$ cat src/rtl/bitn_counter.sv
// rtl/bitn_counter.sv - parametrised up/down modulo counter with prescaler clock-enable
//
// Purpose: counts bit slots, symbol positions or retries for the serial framers.
// The count sequence is 0..modulus. In slow mode the counter only steps once
// every DIV enabled cycles, paced by an internal prescaler.
//
// Parameters:
//   WIDTH     counter width in bits (>= 1)
//   DIV       prescaler divisor for slow mode (>= 2)
// Ports:
//   clk       system clock; all state updates on the rising edge
//   rst_n     asynchronous active-low reset
//   en        count enable; the counter and prescaler hold when low
//   fast      1 = step on every enabled cycle, 0 = step on prescaler terminal
//   clr       synchronous clear of counter, prescaler and wrap (highest priority)
//   load      synchronous parallel load of load_val (ignores en)
//   load_val  value for load; it is not clamped to modulus
//   dir       1 = count up, 0 = count down
//   modulus   terminal value
//   cnt       current count (registered)
//   one       cnt == modulus
//   zero      cnt == 0
//   step      the counter advances at the coming edge
//   wrap      one-cycle pulse in the cycle after a wrapping step
module bitn_counter #(
    parameter int WIDTH = 3,
    parameter int DIV   = 8
) (
    input  logic             clk,
    input  logic             rst_n,
    input  logic             en,
    input  logic             fast,
    input  logic             clr,
    input  logic             load,
    input  logic [WIDTH-1:0] load_val,
    input  logic             dir,
    input  logic [WIDTH-1:0] modulus,
    output logic [WIDTH-1:0] cnt,
    output logic             one,
    output logic             zero,
    output logic             step,
    output logic             wrap
);

    localparam int PW = (DIV > 2) ? $clog2(DIV) : 1;

    logic [PW-1:0] presc;
    logic          presc_last;

    assign presc_last = (presc == PW'(DIV - 1));
    assign step       = en & ~clr & ~load & (fast | presc_last);
    assign one        = (cnt == modulus);
    assign zero       = (cnt == '0);

    always_ff @(posedge clk or negedge rst_n) begin
        if (!rst_n) begin
            cnt   <= '0;
            presc <= '0;
            wrap  <= 1'b0;
        end else if (clr) begin
            cnt   <= '0;
            presc <= '0;
            wrap  <= 1'b0;
        end else if (load) begin
            cnt   <= load_val;
            presc <= '0;
            wrap  <= 1'b0;
        end else begin
            wrap <= 1'b0;

            // Holding presc at 0 in fast mode makes a fast->slow switch
            // start with a full DIV-cycle period.
            if (en) begin
                if (fast || presc_last) begin
                    presc <= '0;
                end else begin
                    presc <= presc + PW'(1);
                end
            end

            // Out-of-range counts (e.g. after a load above modulus) are
            // treated as wrapping so natural overflow is never observed.
            if (step) begin
                if (dir) begin
                    if (cnt >= modulus) begin
                        cnt  <= '0;
                        wrap <= 1'b1;
                    end else begin
                        cnt <= cnt + WIDTH'(1);
                    end
                end else begin
                    if (cnt == '0 || cnt > modulus) begin
                        cnt  <= modulus;
                        wrap <= 1'b1;
                    end else begin
                        cnt <= cnt - WIDTH'(1);
                    end
                end
            end
        end
    end

endmodule

$ cat config.mk
export PLATFORM = sky130hd
export DESIGN_NAME = bitn_counter
export DESIGN_NICKNAME = d
export VERILOG_FILES = /design/src/rtl/bitn_counter.sv
export SDC_FILE = /design/constraint.sdc
export NUM_CORES = 1
export LEC_CHECK = 0
export ABC_CLOCK_PERIOD_IN_PS = 3600
export BUFFER_PORTS_ARGS = -buffer_cell sky130_fd_sc_hd__buf_2
export CORE_AREA = 2 2 39 41
export DETAILED_ROUTE_END_ITERATION = 8
export DIE_AREA = 0 0 41 43
export GPL_ROUTABILITY_DRIVEN = 0
export GPL_TIMING_DRIVEN = 1
export PLACE_DENSITY = 0.78
export SLEW_MARGIN = 20
export SYNTH_ARGS = -nofsm -noshare
export SYNTH_HDL_FRONTEND = slang
export SYNTH_SLANG_ARGS = --single-unit
$ cat constraint.sdc
create_clock -name clk -period 3.6 [get_ports clk]
set_input_delay 0.36 -clock clk [delete_from_list [all_inputs] [get_ports clk]]
set_output_delay 0.36 -clock clk [all_outputs]
set_load 0.02 [all_outputs]
==> flow_summary_export.csv <==
group,metric,value,unit
outcome,status,"finished, final reports clean",
clock_network,cts_setup_buffers,0,
placed_design,pre_cts_ws,1.83,ns
drt,firstDrtPassIters,4,
floorplanning,coreArea,1380,um2
clock_network,numCtsBuffers,3,
grt,grt-ovfl-total,0,
worst_setup_path,worstPathRequired,3.24,ns
finish,area_delta_synth_final,19.7,%
sta,rsz0062_at_grt,"false",
grt,grt_max_degree,15,
finish,drive_above_1_share,27.7,%
worst_setup_path,crit_cells,4,
sta,min_period,2.07,ns
drt,postRouteAntennaNets,0,
clock_network,cts_tree,"built",
power,p_switching,0.0000951,W
worst_setup_path,cpPeakStageDelay,0.47,ns
power,power_frac_comb,36.4,%
power,p_sw_share,36.8,%
synth,yosysMostFrequentCell,"a21oi_1",
clock_network,cts_resized,0,
drt,avgRoutedWirePerCell,13.8,um
synth,synth.area.top_cells,"dfrtp_1 (26%), ha_1 (15%), a21oi_1 (8.1%)",
sta,slew_headroom,80.9,%
drt,remaining_drc_errors,0,
grt,grt_pass1_wl,2640,um
hold_path,whs_path_depth,2,
worst_setup_path,reg2reg_slack,1.83,ns
hold_path,hp-start,"clr",
floorplanning,die-area,1760,um2
synth,syn-cell-area,681,um2
worst_setup_path,r2r-end,"cnt[0]$_DFFE_PN0P_",
clock_network,cts_root_buf,"clkbuf_4",
run,maxCapViolations,0,
clock_network,clockBufferDepth,2,
grt,antenna_found_initial,0,
finish,nets,123,
sta,fmax,483,MHz
worst_setup_path,rr_worst_depth,6,
sta,drv_slew,0,
drt,drt_iter0_drc,39,
grt,gr-usage-all-layers,22.9,%
floorplanning,die_y,43,um
power,vdd_drop_max,141,uV
power,p_leak,0.417,nW
sta,hold_violations,0,
synth,synth_edf_count,0,
drt,post_drt_via_cell_ratio,5.86,
finish,n_fill_cell,128,
clock_network,clkTransAtPathRegs,0.06,ns
floorplanning,initial_core_util,49.2,%
synth,synth-warning-count,0,
synth,ys_async_sr_fraction,100,%
sta,tightest_slew,0.283,ns
synth,syn_area_per_cell,8.51,um2
hold_path,min_to,"cnt[1]$_DFFE_PN0P_",
placed_design,dp_hpwl,1250,um
worst_setup_path,path_class,"reg -> out",
floorplanning,die_x,41,um
sta,finalSetupViolCount,0,
synth,synth.distinct_cells,34,
clock_network,h-tree-depth,1,
worst_setup_path,path_cells,"ha_1, nand3_1, inv_1, buf_2",
sta,timing.final.crit_share,57.6,%
power,p_clk_share,29.7,%
worst_setup_path,critPathBufInv,2,
worst_setup_path,cp_slowest_cell,"dfrtp_1",
synth,synth_common_cells,"a21oi_1 (11), inv_1 (9), ha_1 (8), dfrtp_1 (7), nor3_1 (5)",
power,intPower,0.000164,W
placed_design,io_buffers,19,
sta,skew,0.00243,ns
drt,vias,686,
drt,wirelength,1620,um
floorplanning,ioPinCount,20,
synth,synth-seq-cells,7,
worst_setup_path,path_max_fanout,8,
synth,netlist_instances,80,
hold_path,hp-class,"in -> reg",
sta,whs,0.380,ns
synth,synth.yosys.seq_area_share,25.7,%
grt,grt_pass1_vias,598,
worst_setup_path,rr_startpoint,"cnt[2]$_DFFE_PN0P_",
finish,seqCellArea,175,um2
sta,setup_ws,1.53,ns
synth,ys.flop_type,"dfrtp_1",
synth,synth_top_cell_by_area,"dfrtp_1",
finish,multi_input_area,454,um2
synth,syn-num-nets,101,
clock_network,clk_latency,0.26,ns
worst_setup_path,crit_family,"flip-flops",
worst_setup_path,crit_path_end_kind,"output port",
power,seqPwrFrac,33.8,%
finish,postLayoutCoreUtil,58.9,%
floorplanning,core.rowCount,14,
synth,synth_top_area_share,25.7,%
finish,n_antenna_cell,0,
sta,setup_tns,0,ns
worst_setup_path,crit_arrival,1.71,ns
worst_setup_path,cp-start-kind,"flop",
clock_network,clock-sinks,7,
power,power_density,318,nW/um2
## per-layer routing
layer | vias up | GRT usage (%) | part of all wire (%)
met3 | 5 | 5.76 | 8.9
li1 | 338 | - | -
met1 | 313 | 30.6 | 43
met5 | - | 0 | 0
met4 | 0 | 16.0 | 3.3
met2 | 30 | 30.6 | 45
## through the flow
stage               power, W  std cells  cell area (um2)
detailed placement  0.000181        112              778
global placement    0.000180        112              778
CTS                 0.000260        117              815
floorplan           0.000154         80              681
global route        0.000273        117              815
finish              0.000259        117              815
## layout make-up
type	instances	area share, %
inverter	9	4.15
timing repair buffer	20	12.9
multi-input combinational	61	55.8
clock buffer	4	3.23
sequential	7	21.5
tap	16	2.46
## worst register-to-register path, stage by stage (launching register included)
cell and delay, ns:
dfrtp_1 0.47, ha_1 0.38, nand3_1 0.20, inv_1 0.13, a211oi_1 0.26, a21oi_1 0.10
o211ai_1 0.15
## cell families (layout without fill, tap and decap cells)
group,Yosys count,in the layout,synth area share (%)
flops,7,7,25.7
buf+inv,12,33,7.54
simple gates,23,23,21.3
compound gates,28,28,27.9
fa+ha+maj,8,8,14.7
xor+xnor,1,1,1.29
mux,1,1,1.47
## power by group through the flow
stage / Clock, W / Sequential [W] / Combinational, W
after floorplan: 0 / 0.0000913 / 0.0000628
after global placement: 0 / 0.0000887 / 0.0000909
after detailed placement: 0 / 0.0000889 / 0.0000921
after CTS: 0.0000790 / 0.0000876 / 0.0000932
after global routing: 0.0000799 / 0.0000882 / 0.000105
final: 0.0000769 / 0.0000875 / 0.0000943
## sequential cells by signal (all words and copies together), names as in the netlist
signal and flops:
cnt 3, wrap 1, presc 3
## layout by cell type, fill, tap and decap left out, types with 2 or more instances in the layout
cell type and n:
buf_2 19, a21oi_1 11, inv_1 9, ha_1 8
dfrtp_1 7, nor3_1 5, a211oi_1 4, nor2_1 3
clkbuf_4 3, nand3_1 2, nor4_1 2, o21ai_0 2
and3_1 2, nand2_1 2
## worst max path at each step
stage                       start            endpoint  slack, ns
3_3_place_gp   cnt[2]$_DFFE_PN0P_                 one       1.85
2_1_floorplan  cnt[2]$_DFFE_PN0P_  cnt[0]$_DFFE_PN0P_       1.83
3_5_place_dp           modulus[2]  cnt[0]$_DFFE_PN0P_       1.83
5_1_grt        cnt[2]$_DFFE_PN0P_                 one       1.45
4_1_cts        cnt[2]$_DFFE_PN0P_                 one       1.55
6_report       cnt[2]$_DFFE_PN0P_                 one       1.53
## repair_timing
action / CTS / global route
hold endpoints to repair: 7 / 0
hold buffers: 1 / 0
endpoints found under the setup margin: 0 / 0
Power figures use the tool's default switching activity.
